`config.mk`:
```
export PLATFORM = sky130hd
export DESIGN_NAME = state_sequencer
export DESIGN_NICKNAME = d
export VERILOG_FILES = /design/src/rtl/qcm_seq_pkg.sv /design/src/rtl/dwell_timer.sv /design/src/rtl/state_sequencer.sv
export SDC_FILE = /design/constraint.sdc
export NUM_CORES = 1
export LEC_CHECK = 0
export ABC_CLOCK_PERIOD_IN_PS = 3300
export CAP_MARGIN = 20
export CORE_MARGIN = 2
export CORE_UTILIZATION = 40
export CTS_BUF_LIST = sky130_fd_sc_hd__clkbuf_8
export DETAILED_ROUTE_END_ITERATION = 16
export HOLD_SLACK_MARGIN = 0.03
export SLEW_MARGIN = 20
export SYNTH_ARGS = -nofsm -noshare
export SYNTH_HDL_FRONTEND = slang
export SYNTH_HIERARCHICAL = 1
export SYNTH_SLANG_ARGS = --single-unit
```
`constraint.sdc`:
```
create_clock -name clk_i -period 3.3 [get_ports clk_i]
set_input_delay 0.66 -clock clk_i [delete_from_list [all_inputs] [get_ports clk_i]]
set_output_delay 0.66 -clock clk_i [all_outputs]
set_load 0.005 [all_outputs]
```
`src/rtl/qcm_seq_pkg.sv`:
```
// Shared types and constants for the capacitor-state sweep sequencer.
package qcm_seq_pkg;

  localparam int unsigned DefStateW = 7;
  localparam int unsigned DefDwellW = 16;
  localparam int unsigned DefTmoW   = 8;

  typedef enum logic [2:0] {
    StIdle,
    StApply,
    StWaitEn,
    StHoldEn,
    StDwell,
    StDone
  } seq_state_e;

  // Enable-wait timeout in cycles for a given counter width.
  function automatic int unsigned tmo_limit(input int unsigned tmo_w);
    return (1 << tmo_w) - 1;
  endfunction

  localparam int unsigned DefTmoLimit = tmo_limit(DefTmoW);

endpackage

```
`src/rtl/dwell_timer.sv`:
```
// Loadable down-counter with zero flag; used for both dwell and enable-wait timeout.
module dwell_timer #(
  parameter int unsigned W = 16
) (
  input  logic         clk_i,
  input  logic         rst_ni,
  input  logic         load_i,
  input  logic [W-1:0] load_val_i,
  input  logic         dec_i,
  output logic         zero_o
);

  logic [W-1:0] cnt_q, cnt_d;

  always_comb begin
    cnt_d = cnt_q;
    if (load_i) begin
      cnt_d = load_val_i;
    end else if (dec_i && (cnt_q != '0)) begin
      cnt_d = cnt_q - W'(1);
    end
  end

  always_ff @(posedge clk_i) begin
    if (!rst_ni) begin
      cnt_q <= '0;
    end else begin
      cnt_q <= cnt_d;
    end
  end

  assign zero_o = (cnt_q == '0);

endmodule

```
`src/rtl/state_sequencer.sv`:
```
// Sweep controller stepping the driver state from start to stop and waiting for each fire cycle.
// Define SEQ_PINGPONG_EN to sweep back to the start point after reaching the stop point.
module state_sequencer
  import qcm_seq_pkg::*;
#(
  parameter int unsigned STATE_W = DefStateW,
  parameter int unsigned DWELL_W = DefDwellW,
  parameter int unsigned TMO_W   = DefTmoW
) (
  input  logic               clk_i,
  input  logic               rst_ni,
  input  logic               start_i,
  input  logic               abort_i,
  input  logic [STATE_W-1:0] start_state_i,
  input  logic [STATE_W-1:0] stop_state_i,
  input  logic [STATE_W-1:0] step_i,
  input  logic [DWELL_W-1:0] dwell_i,
  input  logic               drv_enable_i,
  output logic [STATE_W-1:0] drv_state_o,
  output logic               busy_o,
  output logic               done_o,
  output logic               tmo_err_o,
  output logic [STATE_W:0]   point_cnt_o
);

  // Loaded in APPLY and counted down in WAIT_EN; zero marks the last allowed cycle.
  localparam logic [TMO_W-1:0] TmoLoad = TMO_W'(tmo_limit(TMO_W) - 1);

  seq_state_e         state_q, state_d;
  logic [STATE_W-1:0] cur_q, cur_d, stop_q, stop_d, step_q, step_d;
  logic [STATE_W-1:0] drv_state_q, drv_state_d, target;
  logic [DWELL_W-1:0] dwell_q, dwell_d;
  logic [STATE_W:0]   point_cnt_q, point_cnt_d;
  logic               up_q, up_d, tmo_err_q, tmo_err_d, go_up;
  logic               dwell_load, dwell_dec, dwell_zero, tmo_load, tmo_dec, tmo_zero;
`ifdef SEQ_PINGPONG_EN
  logic [STATE_W-1:0] start_q, start_d;
  logic               leg_q, leg_d;
  assign target = leg_q ? start_q : stop_q;
  assign go_up  = up_q ^ leg_q;
`else
  assign target = stop_q;
  assign go_up  = up_q;
`endif

  // Next point toward tgt, computed one bit wider so wrap shows up as overshoot.
  function automatic logic [STATE_W-1:0] step_toward(input logic [STATE_W-1:0] cur,
                                                     input logic [STATE_W-1:0] stp,
                                                     input logic [STATE_W-1:0] tgt,
                                                     input logic up);
    logic [STATE_W:0] nxt;
    if (up) begin
      nxt = {1'b0, cur} + {1'b0, stp};
      if (nxt > {1'b0, tgt}) nxt = {1'b0, tgt};
    end else begin
      nxt = {1'b0, cur} - {1'b0, stp};
      if (nxt[STATE_W] || (nxt < {1'b0, tgt})) nxt = {1'b0, tgt};
    end
    return nxt[STATE_W-1:0];
  endfunction

  always_comb begin
    state_d     = state_q;
    cur_d       = cur_q;
    stop_d      = stop_q;
    step_d      = step_q;
    dwell_d     = dwell_q;
    up_d        = up_q;
    drv_state_d = drv_state_q;
    point_cnt_d = point_cnt_q;
    tmo_err_d   = tmo_err_q;
`ifdef SEQ_PINGPONG_EN
    start_d     = start_q;
    leg_d       = leg_q;
`endif
    dwell_load  = 1'b0;
    dwell_dec   = 1'b0;
    tmo_load    = 1'b0;
    tmo_dec     = 1'b0;
    if (abort_i && (state_q != StIdle) && (state_q != StDone)) begin
      state_d = StDone;
    end else begin
      unique case (state_q)
        StIdle: begin
          if (start_i) begin
            cur_d       = start_state_i;
            stop_d      = stop_state_i;
            step_d      = (step_i == '0) ? STATE_W'(1) : step_i;
            dwell_d     = dwell_i;
            up_d        = (stop_state_i >= start_state_i);
            point_cnt_d = '0;
            tmo_err_d   = 1'b0;
`ifdef SEQ_PINGPONG_EN
            start_d     = start_state_i;
            leg_d       = 1'b0;
`endif
            state_d     = StApply;
          end
        end
        StApply: begin
          drv_state_d = cur_q;
          tmo_load    = 1'b1;
          // An unchanged state never refires the driver, so skip the enable handshake.
          if (cur_q == drv_state_q) begin
            dwell_load = 1'b1;
            state_d    = StDwell;
          end else begin
            state_d = StWaitEn;
          end
        end
        StWaitEn: begin
          tmo_dec = 1'b1;
          if (drv_enable_i) begin
            state_d = StHoldEn;
          end else if (tmo_zero) begin
            tmo_err_d = 1'b1;
            state_d   = StDone;
          end
        end
        StHoldEn: begin
          if (!drv_enable_i) begin
            dwell_load = 1'b1;
            state_d    = StDwell;
          end
        end
        StDwell: begin
          if (dwell_zero) begin
            point_cnt_d = point_cnt_q + (STATE_W+1)'(1);
            if (cur_q == target) begin
              state_d = StDone;
`ifdef SEQ_PINGPONG_EN
              if (!leg_q && (start_q != stop_q)) begin
                leg_d   = 1'b1;
                cur_d   = step_toward(cur_q, step_q, start_q, !up_q);
                state_d = StApply;
              end
`endif
            end else begin
              cur_d   = step_toward(cur_q, step_q, target, go_up);
              state_d = StApply;
            end
          end else begin
            dwell_dec = 1'b1;
          end
        end
        StDone:  state_d = StIdle;
        default: state_d = StIdle;
      endcase
    end
  end

  always_ff @(posedge clk_i) begin
    if (!rst_ni) begin
      state_q     <= StIdle;
      cur_q       <= '0;
      stop_q      <= '0;
      step_q      <= '0;
      dwell_q     <= '0;
      up_q        <= 1'b0;
      drv_state_q <= '0;
      point_cnt_q <= '0;
      tmo_err_q   <= 1'b0;
`ifdef SEQ_PINGPONG_EN
      start_q     <= '0;
      leg_q       <= 1'b0;
`endif
    end else begin
      state_q     <= state_d;
      cur_q       <= cur_d;
      stop_q      <= stop_d;
      step_q      <= step_d;
      dwell_q     <= dwell_d;
      up_q        <= up_d;
      drv_state_q <= drv_state_d;
      point_cnt_q <= point_cnt_d;
      tmo_err_q   <= tmo_err_d;
`ifdef SEQ_PINGPONG_EN
      start_q     <= start_d;
      leg_q       <= leg_d;
`endif
    end
  end

  dwell_timer #(
    .W(DWELL_W)
  ) u_dwell_timer (
    .clk_i      (clk_i),
    .rst_ni     (rst_ni),
    .load_i     (dwell_load),
    .load_val_i (dwell_q),
    .dec_i      (dwell_dec),
    .zero_o     (dwell_zero)
  );

  dwell_timer #(
    .W(TMO_W)
  ) u_tmo_timer (
    .clk_i      (clk_i),
    .rst_ni     (rst_ni),
    .load_i     (tmo_load),
    .load_val_i (TmoLoad),
    .dec_i      (tmo_dec),
    .zero_o     (tmo_zero)
  );

  assign drv_state_o = drv_state_q;
  assign busy_o      = (state_q != StIdle);
  assign done_o      = (state_q == StDone);
  assign tmo_err_o   = tmo_err_q;
  assign point_cnt_o = point_cnt_q;

endmodule
```
==> metrics.txt, run 1 <==
count of vias placed by the detailed router 5096; number of failing setup endpoints in the final timing report 2; hold crit path type flip-flop to flip-flop; setup repair after global routing missed its margin yes; GRT Total Usage 21.8%; H-Tree Level Count 3; vertical extent of the die 119 µm; most used standard cells in the synthesized netlist nand2_1 (118), dfxtp_1 (81), ha_1 (38), a21boi_0 (37), inv_1 (37); share of layout cells above drive strength 1 13.8%; count of boundary I/O pins 60; Clock Sink Count 81; wire length of the first global-routing pass 24.6 mm; most used flip-flop cell after synthesis dfxtp_1; share of synthesized area occupied by flip-flops and latches 30.4%; final std cell area, no fill 0.00669 mm²; category of the critical setup timing path flip-flop to flip-flop; total wire length after detailed routing 15.1 mm; number of max-slew violations in the final report 0; warnings from Yosys 6; number of nets in the finished design 845; hold violation total from the final report 0; number of antenna violations at the first check in global routing 0; Synth Instances 666; Site Rows 42; worst setup slack after layout -0.0400 ns; violated checks negative setup slack; arrival time worst endpoint 3.62 ns; power per standard cell area 912 mW/mm²; RD Place Congestion 0.914; synthesized flop and latch total 81; number of unique standard cell types used by synthesis 78; crit path time final 3.34 ns; number of nets with antenna violations after routing 0; width of the chip 119 µm; Worst R2R Setup Slack -0.04 ns; die area 0.0143 mm²; static power due to leakage 2.66 nW; pre-CTS worst setup slack -0.205 ns; share of synthesized registers carrying an async set or reset 0%; Avg Vias per Cell 5.40; Avg Synthesized Cell Area 8.00 µm²; pin count of the biggest net entering global routing 80; first-pass iteration count of the detailed router 6; largest vdd supply drop 427 µV; Synth top area share 30.4%; Final Hold Slack 0.468 ns; cell with the most instances after synthesis nand2_1; cell type contributing the most total cell area after synthesis dfxtp_1; critical path data required time 3.58 ns; Final Util 50.9%; TritonCTS Buffers 9; number of enable flip-flop cells after synthesis 0; maximum clock frequency 299 MHz; via count of the first global-routing pass 4906; number of instances in the placed design 916; buffers added on ports 59; Cell Area, Placed 0.00635 mm²; average wire per standard cell 16.0 µm; Layout fillers 1303; half-perimeter wire length of the detailed placement result 11.4 mm; Clock Latency Late Sink 0.38 ns; Least-Margin Pin Slew 0.544 ns; footprint of the multi-input gates 0.00356 mm²; Area contributors post-synth dfxtp_1 (30%), ha_1 (8.9%), nand2_1 (8.3%), a21boi_0 (5.2%), xnor2_1 (3.3%); Max Cap Viol 0; Clk Tree Root Cell clkbuf_8; Max Clock Skew 0.0137 ns; clock tree from TritonCTS built; Critical Path End Type flip-flop; DR iter-0 viols 399; portion of the clock cycle consumed by the worst path in the final layout 101%; area occupied by registers 0.00163 mm²; remaining global-route overflow 0; Clock Path Buffers 2; number of cells in the finished layout apart from fillers 943; Slew headroom 63.7%; number of remaining DRC errors 0; largest driver fanout on the critical path 6; effective utilization at floorplan 40.6%; P&R area growth vs syn 25.5%; Core Footprint 0.0131 mm²; n_diodes 0; run status finished, violations left; CTS clk-pin slew, worst paths 0.09 ns; kind of start point of the critical path flip-flop; cell area after synthesis 0.00533 mm²
[state kept, by name (all words and copies together), names as in the netlist]
signal               flops
drv_state_o              7
cur_q                    7
state_q                  3
dwell_q                 16
step_q                   7
tmo_err_o                1
u_tmo_timer/cnt_q        8
u_dwell_timer/cnt_q     16
point_cnt_o              8
go_up                    1
stop_q                   7
[final timing paths]
kind                                  from          to  cells after the start
worst max-delay path              cur_q[0]    cur_q[1]                     14
worst min-delay path            dwell_q[4]  dwell_q[4]                      2
worst max register to register    cur_q[0]    cur_q[1]                     14
worst min register to register  dwell_q[4]  dwell_q[4]                      2
[power breakdown]
| group | internal [mW] | switching [mW] |
|---|---|---|
| Clock | 0.282 | 0.379 |
| Sequential | 1.18 | 0.242 |
| Combinational | 1.85 | 2.17 |
| Total | 3.30 | 2.80 |
[kinds of logic after synthesis]
family / count (synthesis) / synth area share, %
compound gates: 177 / 23.9
xor+xnor: 32 / 5.26
fa+ha+maj: 40 / 9.67
buf+inv: 70 / 5.02
flops: 81 / 30.4
mux: 8 / 1.50
other cells: 2 / 0.141
simple gates: 256 / 24.1
[final cells by class]
| type | count | area share (%) |
|---|---|---|
| inverters | 40 | 2.24 |
| clock buffers | 10 | 2.06 |
| clock inverters | 5 | 0.374 |
| repair buffers | 109 | 14.6 |
| well taps | 176 | 3.29 |
| flip-flops and latches | 81 | 24.3 |
| multi-input cells | 522 | 53.2 |
[repair_timing]
action                     4_1_cts  5_1_grt
hold buffers                     0        0
gates cloned                     1        0
pin swaps                       13       17
setup buffers                    5        6
setup endpoints to repair        7        7
gates resized for setup         15       10
[layout by cell type (no fill, tap or decap), drive strengths merged, types with 6 or more instances in the layout]
cell type	netlist	routed
nand2	118	118
dfxtp	81	81
clkdlybuf4s50	0	58
buf	6	51
inv	37	39
a21boi	38	38
ha	38	38
o21ai	34	34
nor2	33	33
a21oi	27	27
xnor2	20	20
nand3	18	18
a31oi	14	14
xor2	12	12
nand4	10	10
clkbuf	24	10
nor3	10	10
or4	9	9
nand2b	8	8
nor2b	8	8
mux2i	8	8
conb	2	8
nor4	7	7
and2	6	6
a211oi	5	6
[metal layers]
layer / global-route usage (%) / wire, µm / vias to the layer above
li1: - / - / 2570
met1: 27.3 / 6920 / 2386
met2: 37.0 / 7210 / 118
met3: 5.41 / 664 / 22
met4: 6.32 / 331 / 0
met5: 0 / 0 / -
[worst max-delay path, stage by stage (launching register included)]
cell and delay, ns:
dfxtp_2 0.34, ha_2 0.19, fa_2 0.34, a211o_1 0.26
a31oi_1 0.17, o21bai_1 0.11, xnor2_1 0.16, ha_1 0.34
nand3_2 0.10, nor2_2 0.14, a211oi_2 0.08, nor3_4 0.29
a21oi_1 0.14, a311o_1 0.34, a32o_1 0.25
[metrics by stage]
stage | power [mW] | setup TNS (ns)
3_5_place_dp | 4.93 | -0.809
2_1_floorplan | 3.71 | 0
5_1_grt | 6.58 | -0.636
3_3_place_gp | 4.87 | -0.221
4_1_cts | 5.94 | 0
6_report | 6.10 | -0.0419
Power figures use the tool's default switching activity.
==> run 2, diff against run 1 <==
--- a/config.mk
+++ b/config.mk
@@ -11,6 +11,7 @@
 export CORE_UTILIZATION = 40
 export CTS_BUF_LIST = sky130_fd_sc_hd__clkbuf_8
 export DETAILED_ROUTE_END_ITERATION = 16
+export GPL_TIMING_DRIVEN = 0
 export HOLD_SLACK_MARGIN = 0.03
 export SLEW_MARGIN = 20
 export SYNTH_ARGS = -nofsm -noshare
==> run 2 against run 1 <==
The run still ends with negative setup slack left. Utilization fell by 1.1 points. Setup slack got worse by 0.047 ns. Sequential share of layout area rose by 0.65 points. Via count down 1.3%. Critical endpoint is now cur_q[2]. Largest power group unchanged.
==> metrics.txt, run 2 (synthesized netlist as in run 1, its figures left out) <==
run status finished, violations left; number of failing setup endpoints in the final timing report 5 (+3); number of nets with antenna violations after routing 0 (unchanged); commonest cells after routing, fill and taps aside nand2_1 (117), dfxtp_1 (76), clkdlybuf4s50_1 (58), a21boi_0 (37), inv_1 (37); number of max-slew violations in the final report 0 (unchanged); GRT Total Usage 20.6% (-1.2 points); Max Clock Skew 0.00847 ns (-0.00521 ns); RD Place Congestion 0.873 (-4.5%); number of instances in the placed design 906 (-1.1%); critical path data required time 3.54 ns (-0.04 ns); DR iter-0 viols 508 (+27%); worst setup slack after layout -0.0870 ns (-0.0470 ns); pin count of the biggest net entering global routing 15 (-81%); clock tree from TritonCTS built; remaining global-route overflow 0 (unchanged); CTS clk-pin slew, worst paths 0.09 ns (about the same); width of the chip 119 µm (unchanged); hold crit path type flip-flop to flip-flop; TritonCTS Buffers 9 (unchanged); largest driver fanout on the critical path 8 (+2); Clock Latency Late Sink 0.36 ns (-0.02 ns); half-perimeter wire length of the detailed placement result 11.4 mm (about the same); Sequential Power Share 25.1% (+1.9 points); setup repair after global routing missed its margin yes; number of cells in the finished layout apart from fillers 929 (-1.5%); largest vdd supply drop 504 µV (+18%); P&R area growth vs syn 22.8%; part of the total power dissipated in the clock network 13.1% (+2.3 points); share of layout cells above drive strength 1 9.56% (-4.3 points); violated checks negative setup slack; buffers added on ports 58 (-1.7%); wire length of the first global-routing pass 23.5 mm (-4.6%); Clock Path Buffers 2 (unchanged); total wire length after detailed routing 14.7 mm (-2.8%); Least-Margin Pin Slew 0.736 ns (+0.192 ns); count of vias placed by the detailed router 5031 (-1.3%); Final Hold Slack 0.468 ns (+0.000192 ns); Avg Vias per Cell 5.42 (+0.21%); kind of start point of the critical path flip-flop; portion of the clock cycle consumed by the worst path in the final layout 103% (+1.4 points); die area 0.0143 mm² (unchanged); sw power 2.70 mW (-3.4%); biggest registers after layout dwell_q: 16 flops, u_dwell_timer/cnt_q: 16 flops; average wire per standard cell 15.8 µm (-1.4%); first-pass iteration count of the detailed router 5 (-1); n_diodes 0 (unchanged); arrival time worst endpoint 3.63 ns (about the same); Max Cap Viol 0 (unchanged); Internal Power 3.04 mW (-8.1%); Slew headroom 50.6% (-13 points); via count of the first global-routing pass 4764 (-2.9%); crit path time final 3.39 ns (+0.0470 ns); H-Tree Level Count 3 (unchanged); Clock Sink Count 81 (unchanged); category of the critical setup timing path flip-flop to flip-flop; number of nets in the finished design 830 (-1.8%); switching fraction of total power 47.1% (+1.2 points); vertical extent of the die 119 µm (unchanged); number of remaining DRC errors 0 (unchanged); commonest non-fill, non-tap cell in the layout nand2_1; number of antenna violations at the first check in global routing 0 (unchanged); Site Rows 42 (unchanged); hold violation total from the final report 0 (unchanged); Clk Tree Root Cell clkbuf_8; Core Footprint 0.0131 mm² (unchanged); logic gate share of total power 61.7% (-4.2 points); static power due to leakage 2.49 nW (-6.2%); maximum clock frequency 295 MHz (-1.4%); power per standard cell area 877 mW/mm² (-3.9%); total power after layout 5.74 mW (-5.9%); effective utilization at floorplan 40.6% (unchanged); Critical Path End Type flip-flop; count of boundary I/O pins 60 (unchanged)
## run 2: worst paths after layout
path                                  from          to  slack [ns]  cells past startpoint
worst max-delay path             step_q[0]    cur_q[2]       -0.09                     13
worst max register to register   step_q[0]    cur_q[2]       -0.09                     13
worst min-delay path            dwell_q[6]  dwell_q[6]        0.47                      2
worst min register to register  dwell_q[6]  dwell_q[6]        0.47                      2
## run 2: routing by layer
metal | GRT usage (%) | vias to the layer above | share of wire [%]
li1 | - | 2533 | -
met3 | 4.12 | 15 | 3.8
met4 | 5.22 | 0 | 1.3
met1 | 26.4 | 2379 | 46
met2 | 35.3 | 104 | 49
met5 | 0 | - | 0
## run 2: worst max-delay path, stage by stage (launching register included)
cell and delay, ns:
dfxtp_4 0.38, ha_4 0.16, fa_2 0.36, a211o_1 0.26, a31oi_1 0.19, o21bai_1 0.11
xnor2_1 0.25, ha_1 0.32, a21oi_1 0.19, a21oi_1 0.12, nor3_4 0.31, a21oi_2 0.09
a311o_1 0.30, a32o_1 0.23
## run 2: cell type report
class	instances	area (µm²)
repair buffers	65	633
inverters	40	154
clock buffers	10	138
well taps	176	220
plain buffers	30	119
fillers	1326	6590
multi-input cells	521	3580
clock inverters	6	67.6
flip-flops and latches	81	1630
## run 2: stage by stage
| stage | utilization, % | setup TNS [ns] | setup WS (ns) | instance area (µm²) |
|---|---|---|---|---|
| floorplan | - | 0 | 0.0548 | 5350 |
| global placement | 46.8 | -1.75 | -0.301 | 6150 |
| detailed placement | 46.8 | -2.05 | -0.359 | 6150 |
| CTS | 49.3 | -0.186 | -0.0607 | 6470 |
| global route | 49.8 | -1.39 | -0.229 | 6550 |
| finish | 49.8 | -0.314 | -0.0870 | 6550 |
## run 2: power by group through the flow
stage          clock network, mW  registers (mW)  logic [mW]
4_1_cts                    0.772            1.43        3.28
3_5_place_dp                   0            1.45        3.10
2_1_floorplan                  0            1.35        2.36
3_3_place_gp                   0            1.44        3.02
6_report                   0.754            1.44        3.54
5_1_grt                    0.803            1.47        3.93
## run 2: what timing repair did
action / in CTS / in global routing
hold buffers: 0 / 0
setup endpoints to repair: 7 / 21
pin swaps: 18 / 8
setup buffers: 2 / 5
gates resized for setup: 24 / 11
==> run 3, diff against run 2 <==
--- a/config.mk
+++ b/config.mk
@@ -11,7 +11,6 @@
 export CORE_UTILIZATION = 40
 export CTS_BUF_LIST = sky130_fd_sc_hd__clkbuf_8
 export DETAILED_ROUTE_END_ITERATION = 16
-export GPL_TIMING_DRIVEN = 0
 export HOLD_SLACK_MARGIN = 0.03
 export SLEW_MARGIN = 20
 export SYNTH_ARGS = -nofsm -noshare
==> results of run 3 <==
Final layout, timing and power as in run 1 (identical DEF).
